**config.mk**
```make
export PLATFORM = sky130hd
export DESIGN_NAME = uart_rx_word_assembler
export DESIGN_NICKNAME = d
export VERILOG_FILES = /design/src/rtl/uart_rx_word_assembler.sv
export SDC_FILE = /design/constraint.sdc
export NUM_CORES = 1
export LEC_CHECK = 0
export BUFFER_PORTS_ARGS = -buffer_cell sky130_fd_sc_hd__buf_2
export CAP_MARGIN = 20
export CORE_ASPECT_RATIO = 1.5
export CORE_MARGIN = 5
export CORE_UTILIZATION = 59
export CTS_BUF_LIST = sky130_fd_sc_hd__clkbuf_4
export DETAILED_ROUTE_END_ITERATION = 6
export GPL_ROUTABILITY_DRIVEN = 0
export PLACE_DENSITY_LB_ADDON = 0.3
export SLEW_MARGIN = 10
export SYNTH_ARGS = -nofsm -noshare
export SYNTH_HDL_FRONTEND = slang
export SYNTH_SLANG_ARGS = --single-unit
```
**constraint.sdc**
```tcl
create_clock -name iClock -period 2.1 [get_ports iClock]
set_clock_uncertainty 0.2 [all_clocks]
set_input_delay 0.42 -clock iClock [delete_from_list [all_inputs] [get_ports iClock]]
set_output_delay 0.42 -clock iClock [all_outputs]
set_load 0.1 [all_outputs]
```
**src/rtl/uart_rx_word_assembler.sv**
```systemverilog
// Packs the UART RX byte stream into 32-bit words for the command stage.
// Partial words are dropped on an inter-byte timeout or a frame error.
module uart_rx_word_assembler #(
    parameter bit          MSB_FIRST      = 1'b1,
    parameter logic [23:0] TIMEOUT_CYCLES = 24'd100000,
    localparam int         GPU_WORD       = 32
) (
    input  logic                iClock,
    input  logic                iReset,
    input  logic                iUartByteValid,
    input  logic [7:0]          iUartByte,
    input  logic                iUartFrameError,
    output logic                oUartWord32Available,
    output logic [GPU_WORD-1:0] oUartDataRxWord,
    output logic                oBusy,
    output logic [1:0]          oByteCount,
    output logic                oTimeoutError,
    output logic                oFrameError
);

    localparam logic [1:0] S_IDLE    = 2'd0;
    localparam logic [1:0] S_COLLECT = 2'd1;
    localparam logic [1:0] S_EMIT    = 2'd2;

    logic [1:0]          state_q, state_d;
    logic [1:0]          count_q, count_d;
    logic [23:0]         timer_q, timer_d;
    logic [GPU_WORD-1:0] asm_q,   asm_d;
    logic [GPU_WORD-1:0] word_q,  word_d;
    logic                avail_q, avail_d;
    logic                busy_q,  busy_d;
    logic                terr_q,  terr_d;
    logic                ferr_q,  ferr_d;

    logic                good_byte;
    logic                bad_byte;
    logic [GPU_WORD-1:0] shifted;

    assign good_byte = iUartByteValid && !iUartFrameError;
    assign bad_byte  = iUartByteValid &&  iUartFrameError;
    assign shifted   = MSB_FIRST ? {asm_q[23:0], iUartByte} : {iUartByte, asm_q[31:8]};

    always_comb begin
        state_d = state_q;
        count_d = count_q;
        timer_d = timer_q;
        asm_d   = asm_q;
        word_d  = word_q;
        avail_d = 1'b0;
        terr_d  = 1'b0;
        ferr_d  = 1'b0;

        case (state_q)
            S_COLLECT: begin
                // Byte strobe beats timer expiry; frame error beats both.
                if (bad_byte) begin
                    count_d = 2'd0;
                    timer_d = '0;
                    ferr_d  = 1'b1;
                    state_d = S_IDLE;
                end else if (good_byte) begin
                    asm_d   = shifted;
                    timer_d = '0;
                    if (count_q == 2'd3) begin
                        word_d  = shifted;
                        count_d = 2'd0;
                        avail_d = 1'b1;
                        state_d = S_EMIT;
                    end else begin
                        count_d = count_q + 2'd1;
                    end
                end else if (timer_q >= TIMEOUT_CYCLES) begin
                    count_d = 2'd0;
                    timer_d = '0;
                    terr_d  = 1'b1;
                    state_d = S_IDLE;
                end else begin
                    // Exits before reaching the limit's successor, so no wrap.
                    timer_d = timer_q + 24'd1;
                end
            end
            default: begin
                // IDLE and EMIT both accept a first byte; EMIT always leaves after one cycle.
                count_d = 2'd0;
                timer_d = '0;
                state_d = S_IDLE;
                if (bad_byte) begin
                    ferr_d = 1'b1;
                end else if (good_byte) begin
                    asm_d   = shifted;
                    count_d = 2'd1;
                    state_d = S_COLLECT;
                end
            end
        endcase

        busy_d = (count_d != 2'd0);
    end

    always_ff @(posedge iClock or negedge iReset) begin
        if (!iReset) begin
            state_q <= S_IDLE;
            count_q <= 2'd0;
            timer_q <= '0;
            asm_q   <= '0;
            word_q  <= '0;
            avail_q <= 1'b0;
            busy_q  <= 1'b0;
            terr_q  <= 1'b0;
            ferr_q  <= 1'b0;
        end else begin
            state_q <= state_d;
            count_q <= count_d;
            timer_q <= timer_d;
            asm_q   <= asm_d;
            word_q  <= word_d;
            avail_q <= avail_d;
            busy_q  <= busy_d;
            terr_q  <= terr_d;
            ferr_q  <= ferr_d;
        end
    end

    assign oUartWord32Available = avail_q;
    assign oUartDataRxWord      = word_q;
    assign oBusy                = busy_q;
    assign oByteCount           = count_q;
    assign oTimeoutError        = terr_q;
    assign oFrameError          = ferr_q;

endmodule
```
==> reports/results.txt, run 1 <==
Critical path capture point type: a register. The tools report the multi-input combinational cell area as 1180 µm². In this run the vertical extent of the chip is 103.7 µm.

The detailed placer's ending HPWL was 4079 µm. The final design instance area without fill came out at 3976 µm². The worst min-delay path category is primary input to register. Among all flip-flop cells after synthesis, the most frequent one is sky130_fd_sc_hd__dfrtp_1.

The number of endpoints with negative hold slack in the final report was 0. In the routed layout, each cell is associated on average with a via count of 5.330. Max-cap violations in this run came to 0. Dividing the synthesized area by the synthesized cell count gives 13.75 µm². In this run the cell area of the synthesized design comes to 3452 µm². The x dimension of the die works out to 72.46 µm. Of all nets on the critical path, the largest fanout is 21.

The largest vdd supply drop came out at 464.7 µV. The region available for standard cell placement spans 5743 µm². The logs give 0.1630 for the overall fraction of global-route tracks in use and 2.25 ns for the required time of the critical path. The logs give 0 for the remaining design rule violation count and 27 for the number of unique standard cell types used by synthesis.

Setup repair after global routing left no endpoint under its margin. Buffers added to address setup during post-CTS repair amount to 0. The number of filler cells placed in the layout was 427. The tools report the startpoint of the lowest-slack register-to-register path as timer_q[14].

The share of synthesized area occupied by flip-flops and latches was 0.6379; the count of yosys warnings during synthesis was 0. Static timing analysis puts the maximum clock frequency at 508.2 MHz. Across the whole layout, storage elements account for 2210 µm². The leakage dissipation is 1.919 nW, and the ratio of cells with drive above 1 in the final layout is 0.4107. In the layout the commonest cells are sky130_fd_sc_hd__dfrtp_1 (86), sky130_fd_sc_hd__mux2_2 (56), sky130_fd_sc_hd__buf_2 (48). The remaining number of nets flagged by the antenna check after routing is 0, and the row count is 34. The worst hold path endpoint is oTimeoutError. The cell area reported after detailed placement is 3831 µm², and the residual overflow from global routing is 0. The tree is rooted in a sky130_fd_sc_hd__clkbuf_4. The startpoint kind of the worst setup timing path was a register. TritonCTS built the clock tree. The effective utilization at floorplan is 0.6011, and the I/O pin total is 50.

The run gives 5662 µm as the wire length after detailed routing. The clock transition time at the flip-flop clock pins of the worst setup and hold paths was 0.13 ns. The area growth from synthesis to layout is 15.19%. The tools report the floorplan die area as 7513 µm². The routed wire length per instance is 14.48 µm, and the number of inserted diodes is 0.

The final layout contains 329 nets. Counting the buffers created by CTS gives 9. Latest clock arrival within the worst-skew pair: 0.42 ns. The number of global-route vias before repair was 2141.

The clock passes through at most 2 buffers. Counting cells, the worst reg-to-reg path comes to 4. The critical path in this run is classified as register to register. The logs give 88 for the number of clock sinks seen by CTS and 3 for the level count of the clock H-tree.

The number of max-slew violations in the final report is 0, and the first-pass GRT wire length is 9666 µm. The fraction of registers with async set/reset is 1.000, and the number of synthesized flops with an enable pin is 0. During placement, the flow inserted port buffers numbering 49.

Synthesis produced 251 cells. After synthesis the netlist holds a flip-flop and latch count of 88. After routing, the total negative slack on setup checks comes to 0 ns. For this design the ratio of total power to cell area is 773.2 nW/µm². At the worst endpoint, the arrival time is 2.12 ns. The share of the clock period used by the worst path was 0.9371. The tools report the destination of the worst register-to-register timing path as oBusy. The library cell used most frequently in the layout, excluding fill and tap cells, is sky130_fd_sc_hd__dfrtp_1. The tools report the number of failing setup endpoints in the final timing report as 0. The number of antenna violations at the first check in global routing was 0. The final route contains 2084 vias.

The flow ran to the end, and the final reports show no timing, DRC or antenna violations. The logs give 37 for the largest net degree at the start of global routing and 4 for the count of TritonRoute iterations in the first routing pass. The setup slack of the worst register-to-register path came out at 0.13 ns. The final critical-path required period is 1.968 ns.

The startpoint of the tightest hold check path is iUartByteValid. For this block, the initial DRC count from the detailed router was 72. The number of cells on the worst hold path is 2.
==> layer usage <==
metal	vias up	routed length, µm	global-route usage
met5	-	0	0
met2	55	2853	0.2705
met1	1024	2314	0.1978
met3	14	354	0.03973
li1	991	-	-
met4	0	140	0.07256
==> critical path, stage by stage, from the launching register on <==
cell                       delay (ns)
sky130_fd_sc_hd__dfrtp_1         0.43
sky130_fd_sc_hd__nor4_1          0.30
sky130_fd_sc_hd__o211ai_1        0.13
sky130_fd_sc_hd__or4b_4          0.65
sky130_fd_sc_hd__o21ai_0         0.20
==> cell usage after synthesis, types with 2 or more instances <==
master,instances,area share
sky130_fd_sc_hd__and3_1,2,0.0036
sky130_fd_sc_hd__buf_2,6,0.0087
sky130_fd_sc_hd__buf_6,2,0.0065
sky130_fd_sc_hd__dfrtp_1,88,0.64
sky130_fd_sc_hd__ha_1,3,0.011
sky130_fd_sc_hd__inv_1,9,0.0098
sky130_fd_sc_hd__mux2_2,56,0.18
sky130_fd_sc_hd__nand2_1,8,0.0087
sky130_fd_sc_hd__nand3_1,6,0.0087
sky130_fd_sc_hd__nand4_1,6,0.011
sky130_fd_sc_hd__nor2_1,21,0.023
sky130_fd_sc_hd__nor2b_1,2,0.0036
sky130_fd_sc_hd__nor3_1,7,0.010
sky130_fd_sc_hd__nor4_1,6,0.011
sky130_fd_sc_hd__o21ai_0,4,0.0058
sky130_fd_sc_hd__o21ai_2,2,0.0051
sky130_fd_sc_hd__xnor2_1,13,0.033
==> worst max path at each step <==
| stage | depth (start not counted) | start | to | slack, ns |
|---|---|---|---|---|
| 6_report | 4 | timer_q[14] | oBusy | 0.13 |
| 5_1_grt | 4 | timer_q[14] | oBusy | 0.02 |
| 3_5_place_dp | 4 | timer_q[14] | oBusy | 0.12 |
| 3_3_place_gp | 4 | timer_q[21] | oBusy | 0.17 |
| 4_1_cts | 4 | timer_q[14] | oBusy | 0.11 |
| 2_1_floorplan | 5 | oByteCount[1] | oUartDataRxWord[10] | 0.10 |
==> kinds of logic after synthesis <==
| family | count (synthesis) | synth area share |
|---|---|---|
| compound gates | 9 | 0.01704 |
| xor+xnor | 14 | 0.03552 |
| fa+ha+maj | 3 | 0.01087 |
| buf+inv | 19 | 0.02754 |
| flops | 88 | 0.6379 |
| mux | 56 | 0.1827 |
| other cells | 1 | 0.001086 |
| simple gates | 61 | 0.08735 |
==> per-stage QoR <==
stage	total power [mW]	hold WS (ns)	setup slack, ns	util	instances
final	3.075	0.02785	0.1321	0.6924	391
after global routing	3.217	0.01479	0.01700	0.6924	391
after CTS	3.113	0.005030	0.1090	0.6924	391
after detailed placement	2.210	0.2013	0.1167	0.6671	374
after global placement	2.194	0.1970	0.1716	0.6671	374
after floorplan	2.100	-0.07559	0.1047	-	257
==> repair_timing <==
item / 4_1_cts / 5_1_grt
endpoints found under the hold margin: 33 / 0
resized for setup: 0 / 0
hold buffers: 1 / 0
==> sequential cells by signal, summed over array words and instances (netlist names) <==
register	count
state_q	2
asm_q	24
oUartDataRxWord	32
oTimeoutError	1
oBusy	1
oUartWord32Available	1
oFrameError	1
timer_q	24
oByteCount	2
==> layout make-up <==
cell class | count | share of cell area
multi-input combinational | 150 | 0.2967
tap | 72 | 0.02266
clock buffer | 10 | 0.01888
clock inverter | 6 | 0.01510
inverter | 9 | 0.008496
sequential | 88 | 0.5557
timing repair buffer | 56 | 0.08244
==> power breakdown <==
group          leakage (nW)  switching, mW  internal, mW
combinational         0.691          0.154         0.121
clock                0.0754          0.534         0.372
sequential             1.15         0.0713          1.82
Note: power is estimated with default switching activity, not from simulation.
==> run 2, diff against run 1 <==
--- a/config.mk
+++ b/config.mk
@@ -5,13 +5,13 @@
 export SDC_FILE = /design/constraint.sdc
 export NUM_CORES = 1
 export LEC_CHECK = 0
-export BUFFER_PORTS_ARGS = -buffer_cell sky130_fd_sc_hd__buf_2
 export CAP_MARGIN = 20
 export CORE_ASPECT_RATIO = 1.5
 export CORE_MARGIN = 5
-export CORE_UTILIZATION = 59
+export CORE_UTILIZATION = 62
 export CTS_BUF_LIST = sky130_fd_sc_hd__clkbuf_4
 export DETAILED_ROUTE_END_ITERATION = 6
+export DONT_BUFFER_PORTS = 1
 export GPL_ROUTABILITY_DRIVEN = 0
 export PLACE_DENSITY_LB_ADDON = 0.3
 export SLEW_MARGIN = 10
==> run 2 against run 1 <==
Against the previous run: the flow now finishes with violations (negative hold slack); critical path depth unchanged; via count down 6.3%; hold slack worse by 0.55 ns; sequential power up 3%; critical path type unchanged.
==> reports/results.txt, run 2 (same netlist as run 1, synthesis figures left out) <==
The floorplan has 33 rows. After floorplanning, the core was sized to cover 5450 µm². The cell depth of the worst flop-to-flop path works out to 4. The flip-flop count of the largest register after layout works out to 32.

The critical path capture point type is a register. Once detail routing completed, the nets flagged for antenna violations numbered 0. The overall fraction of global-route tracks in use was 0.1715. For this run the aggregate overflow at the end of global routing stands at 0. The portion of total power attributed to the clock network was 0.306; the detailed placer's ending HPWL was 3744 µm. The largest net degree at the start of global routing was 89; the worst hold margin was -0.5205 ns.

In the routed layout, each cell is associated on average with a via count of 5.501. TritonCTS built the clock tree. Before antenna repair, the detailed router went through 5 iterations. The synthesis-to-finish area growth was 11.89%. The final reports fail on negative hold slack.

The tools report the relative slew slack as 0.3791. The setup path with the least slack is of type register to register. The worst hold path belongs to the class primary input to asynchronous set/reset pin. Summing internal, switching and leakage power gives 3.077 mW. The cell at the root of the clock tree was sky130_fd_sc_hd__clkbuf_4.

The run gives 0.6334 as the effective utilization at floorplan. The number of global-route vias before repair is 2020, and the remaining design rule violation count is 0. In the final layout, flip-flops and latches occupy 2210 µm². The critical path ends at oUartDataRxWord[4]. The run gives 5624 µm as the wire length after detailed routing. The tool flagged a number of max-cap violations equal to 0. Share of the clock period used by the worst path: 0.9649. The endpoint identified for the worst register-to-register timing path is oUartDataRxWord[4]. Combinational share of power: 0.063. The sequential share of power is 0.631. For this design, the sink count on the clock tree is 88. The number of filler cells placed in the layout is 372, and the ratio of cells with drive above 1 in the final layout is 0.3193.

In this run, the number of DRC markers left after iteration 0 of detailed routing was 147. The logs give 382.3 µV for the largest vdd supply drop and 0.07 ns for the setup slack of the worst register-to-register path. The clock passes through at most 2 buffers.

Number of endpoints with negative hold slack in the final report: 88. The number of failing setup endpoints in the final timing report was 0; the placed cell count was 329. The routed design could run at a clock period as short as 2.026 ns.

Hold repair after CTS inserted 10 buffers. In this run the count of I/O pins placed on the die edge is 50. The data arrival time at the worst-slack endpoint was 2.13 ns; the leakage dissipation was 1.731 nW. Switching portion of total power: 0.2452. OpenSTA, run right after detailed placement, puts the worst setup slack at 0.1004 ns. Launching instance or port of the critical path: oByteCount[0].

The number of antenna violations at the first check in global routing is 0, and the clock buffer count from CTS is 9. The level count of the clock H-tree was 3; the accumulated negative setup slack was 0 ns. The clock transition time at the flip-flop clock pins of the worst setup and hold paths came out at 0.14 ns. The finished layout holds 355 standard cells, fillers aside.

The library cell used most frequently in the layout, excluding fill and tap cells, is sky130_fd_sc_hd__dfrtp_1. The routed wire length per instance is 15.84 µm, and the required time of the critical path is 2.20 ns. The x dimension of the die is 70.93 µm.

The first-pass GRT wire length came out at 9570 µm. Input and output buffers added on the ports amount to 0. The vertical die dimension is 101.4 µm. Number of max-slew violations in the final report: 0.

The internal power of the cells totals 2.322 mW. Static timing analysis puts the maximum clock frequency at 493.5 MHz. The multi-input combinational cell area is 1186 µm², and the power density over cell area is 796.6 nW/µm². For this design the total switching power over the nets is 0.7545 mW.

At the pin with the least slew margin, the transition time is 0.9313 ns. Setup repair after global routing left no endpoint under its margin. Once the clock tree was built, the setup fixing pass inserted 0 buffers.

The flow ran to the end, but the final reports show violations. The final route contains 1953 vias. The tools report the startpoint kind of the worst setup timing path as a register. For the number of inserted diodes, the log shows 0. Startpoint of the lowest-slack register-to-register path: oByteCount[0]. The top cell types in the final layout, fill and taps aside, are sky130_fd_sc_hd__dfrtp_1 (86), sky130_fd_sc_hd__mux2_2 (56), sky130_fd_sc_hd__nor2_1 (21). In this run the worst path has a maximum fanout of 33. The final critical-path setup slack is 0.07381 ns. Latest clock arrival within the worst-skew pair: 0.41 ns. The floorplan die area was 7191 µm². The final net count is 295.
## run 2: area by class of cell
| class | instances | share of cell area |
|---|---|---|
| timing repair buffer | 22 | 0.05248 |
| clock buffer | 10 | 0.01944 |
| multi-input combinational | 150 | 0.3071 |
| inverter | 9 | 0.008746 |
| clock inverter | 6 | 0.01749 |
| sequential | 88 | 0.5721 |
| tap | 70 | 0.02268 |
## run 2: power groups by stage
stage	Combinational [mW]	Sequential, mW	Clock [mW]
4_1_cts	0.196	1.94	0.964
2_1_floorplan	0.130	1.97	0
6_report	0.194	1.94	0.941
3_3_place_gp	0.168	1.97	0
3_5_place_dp	0.175	1.98	0
5_1_grt	0.211	1.96	1.05
## run 2: through the flow
step           utilization  area, µm²
6_report            0.7087       3862
5_1_grt             0.7087       3862
4_1_cts             0.7075       3856
3_5_place_dp        0.6630       3613
3_3_place_gp        0.6630       3613
2_1_floorplan            -       3482
## run 2: metal layers
layer  GRT usage  part of all wire  routed length, µm
met1      0.2004              0.39               2174
met2      0.2959              0.55               3072
met3     0.04171             0.050                283
met4     0.08249             0.017                 93
met5           0                 0                  0
## run 2: worst max-delay path, stage by stage, from the launching register on
cell,delay (ns)
sky130_fd_sc_hd__dfrtp_4,0.65
sky130_fd_sc_hd__ha_1,0.25
sky130_fd_sc_hd__and3_1,0.21
sky130_fd_sc_hd__buf_12,0.22
sky130_fd_sc_hd__mux2_2,0.36
## run 2: repair_timing
action                                  CTS  global route
endpoints found under the setup margin    0             1
hold endpoints to repair                106            88
gates resized for setup                   0             1
## run 2: how the worst min path moves through the flow
stage | start | endpoint | slack, ns | cells after the start
after global placement | iReset | oUartDataRxWord[22] | -0.07 | 0
final | iReset | timer_q[16] | -0.52 | 0
after floorplan | iReset | asm_q[0] | -0.08 | 0
after global routing | iReset | timer_q[22] | -0.57 | 0
after detailed placement | iReset | oUartDataRxWord[22] | -0.07 | 0
after CTS | iReset | asm_q[21] | -0.55 | 0
==> run 3, diff against run 2 <==
--- a/config.mk
+++ b/config.mk
@@ -13,7 +13,7 @@
 export DETAILED_ROUTE_END_ITERATION = 6
 export DONT_BUFFER_PORTS = 1
 export GPL_ROUTABILITY_DRIVEN = 0
-export PLACE_DENSITY_LB_ADDON = 0.3
+export PLACE_DENSITY = 0.74
 export SLEW_MARGIN = 10
 export SYNTH_ARGS = -nofsm -noshare
 export SYNTH_HDL_FRONTEND = slang
==> run 3 against run 2 <==
Against the previous run: the flow still finishes with violations (negative hold slack); design area is 0.55% higher; total power is 4.7% lower; clock power is 15% lower.
==> reports/results.txt, run 3 (same netlist as run 1, synthesis figures left out) <==
The register with the most flip-flops in the layout has 32 of them. The run gives 88 as the number of endpoints with negative hold slack in the final report. The cell sitting at the root of the clock tree is a sky130_fd_sc_hd__clkbuf_4. The final cell count without fillers is 359, and the cts-stage hold buffer count is 10. The startpoint kind of the worst setup timing path was a register.

0 antenna diodes ended up in the layout. For the clock buffer count from CTS, the log shows 9. Internal power comes to 2.200 mW. The min-delay analysis places its worst path in the category primary input to asynchronous set/reset pin.

The total overflow left after global routing is 0. Entering global routing, the biggest net connects 89 pins. For this design the total switching power over the nets is 0.7339 mW.

STA classifies the critical path endpoint as a register. The effective utilization at floorplan is 0.6334, and the number of clock sinks seen by CTS is 88. Final critical-path required period: 2.022 ns. Leaving out fill and tap cells, the most frequent cells in the layout are sky130_fd_sc_hd__dfrtp_1 (86), sky130_fd_sc_hd__mux2_2 (56), sky130_fd_sc_hd__nor2_1 (21).

For this run, design rule violations remaining after detail routing come to 0. Wires add up to 5563 µm. Latest clock arrival within the worst-skew pair: 0.42 ns.

In the final routed layout, each cell accounts on average for 15.50 µm. The count of buffers inserted at the top-level ports is 0. The logs give 0.066 for the combinational share of power and 1959 for the via count.

The required time of the critical path is 2.21 ns, and the data arrival time at the worst-slack endpoint is 2.13 ns. The most frequent standard cell in the layout excluding fill and tap cells is sky130_fd_sc_hd__dfrtp_1. The floorplan die area came out at 7191 µm². The critical path is of the register to register type. I/O pin total: 50. The share of the clock period used by the worst path works out to 0.9629. The startpoint of the lowest-slack register-to-register path is oByteCount[0]. Measured along the y axis, the die boundary spans 101.4 µm.

The checks that failed: negative hold slack. The first-pass GRT wire length was 9563 µm; the ratio of cells with drive above 1 in the final layout was 0.3287. The logs give 0.1716 for the overall fraction of global-route tracks in use and 0.662 for the sequential share of power. Summed over all cells, the static leakage comes to 1.747 nW. The maximum fanout count along the critical path was 33.

The cell depth of the worst flop-to-flop path is 4, and the worst-case clock buffer depth is 2. The synthesis-to-finish area growth was 12.50%. For this run, the top clock speed supported by timing is 494.5 MHz.

After detailed routing, the number of vias per cell comes to 5.457. TritonCTS built the clock tree. The tools report the level count of the clock H-tree as 3. The setup fix buffers added after clock tree synthesis came out at 0. The run gives 0 as the number of antenna violations at the first check in global routing.

The run gives 0 as the number of max-slew violations in the final report. The die is 70.93 µm wide. Row generation in the floorplan step produced 33 rows. For the standard cell core area, the log shows 5450 µm².

Total power for the finished layout comes to 2.933 mW. The first detailed-routing pass ran for 4 iterations. The clock transition time at the flip-flop clock pins of the worst setup and hold paths was 0.13 ns; the accumulated negative setup slack was 0 ns. The largest vdd supply drop was 498.0 µV; the slew at the pin closest to its max-slew limit was 0.9206 ns. The relative slew slack was 0.3863; the switching portion of total power was 0.2502. For this design the ratio of total power to cell area is 755.3 nW/µm². The violation count after the first detailed-routing iteration was 148; the portion of total power attributed to the clock network was 0.273. In this run the critical register-to-register path is captured at oUartDataRxWord[4]. The worst hold margin was -0.5292 ns; the reported max-cap violation count was 0. The logs give 2014 for the number of global-route vias before repair and 0 for the remaining number of nets flagged by the antenna check after routing. After the last flow step, the layout net total stands at 299. The run finished, with violations left. Detailed placement ended at an HPWL of 3741 µm. The number of placed instances, taps included, is 333. The number of failing setup endpoints in the final timing report was 0. For flop-to-flop paths, the worst setup slack is 0.08 ns. Setup repair after global routing left no endpoint under its margin.
-- run 3: cell count changes in the layout (fill, tap and decap cells not counted) --
| cell | delta |
|---|---|
| sky130_fd_sc_hd__buf_4 | +3 |
| sky130_fd_sc_hd__bufinv_16 | -1 |
| sky130_fd_sc_hd__buf_12 | +1 |
| sky130_fd_sc_hd__inv_6 | -2 |
| sky130_fd_sc_hd__clkinv_4 | +3 |
-- run 3: worst max-delay path by stage --
stage                  startpoint                  end  cells past startpoint  slack [ns]
global placement    oByteCount[0]   oUartDataRxWord[4]                      4        0.10
finish              oByteCount[0]   oUartDataRxWord[4]                      4        0.08
global route        oByteCount[0]  oUartDataRxWord[11]                      4       0.004
CTS                 oByteCount[0]   oUartDataRxWord[6]                      4        0.05
floorplan           oByteCount[1]  oUartDataRxWord[10]                      5        0.10
detailed placement  oByteCount[0]  oUartDataRxWord[22]                      4        0.08
-- run 3: timing repair --
action / CTS / global route
endpoints found under the hold margin: 107 / 88
resized for setup: 0 / 1
setup endpoints to repair: 0 / 6
-- run 3: layout make-up --
class / instances / area [µm²]
Inverter: 9 / 33.78
Clock buffer: 10 / 75.07
Sequential cell: 88 / 2210
Clock inverter: 6 / 46.29
Tap cell: 70 / 87.58
Multi-Input combinational cell: 150 / 1186
Fill cell: 369 / 1567
Timing Repair Buffer: 26 / 245.2
-- run 3: per-layer routing --
layer | vias up | part of all wire | global-route usage
met1 | 989 | 0.40 | 0.2031
met2 | 42 | 0.54 | 0.2938
met3 | 6 | 0.045 | 0.04171
li1 | 922 | - | -
met4 | 0 | 0.016 | 0.08104
met5 | - | 0 | 0
-- run 3: worst max-delay path: stages (launching register included) --
cell	delay (ns)
sky130_fd_sc_hd__dfrtp_4	0.64
sky130_fd_sc_hd__ha_1	0.26
sky130_fd_sc_hd__and3_1	0.21
sky130_fd_sc_hd__buf_12	0.22
sky130_fd_sc_hd__mux2_2	0.36
-- run 3: per-stage QoR --
stage | instance area [µm²] | worst slack [ns] | utilization
2_1_floorplan | 3482 | 0.1047 | -
3_3_place_gp | 3656 | 0.1023 | 0.6708
3_5_place_dp | 3656 | 0.08425 | 0.6708
4_1_cts | 3877 | 0.05383 | 0.7114
5_1_grt | 3884 | 0.003640 | 0.7126
6_report | 3884 | 0.07790 | 0.7126
-- run 3: power by group through the flow --
stage	Clock [mW]	Sequential (mW)	Combinational, mW
finish	0.800	1.94	0.192
global route	0.925	1.96	0.211
CTS	0.841	1.94	0.194
detailed placement	0	1.98	0.176
global placement	0	1.97	0.168
floorplan	0	1.97	0.130
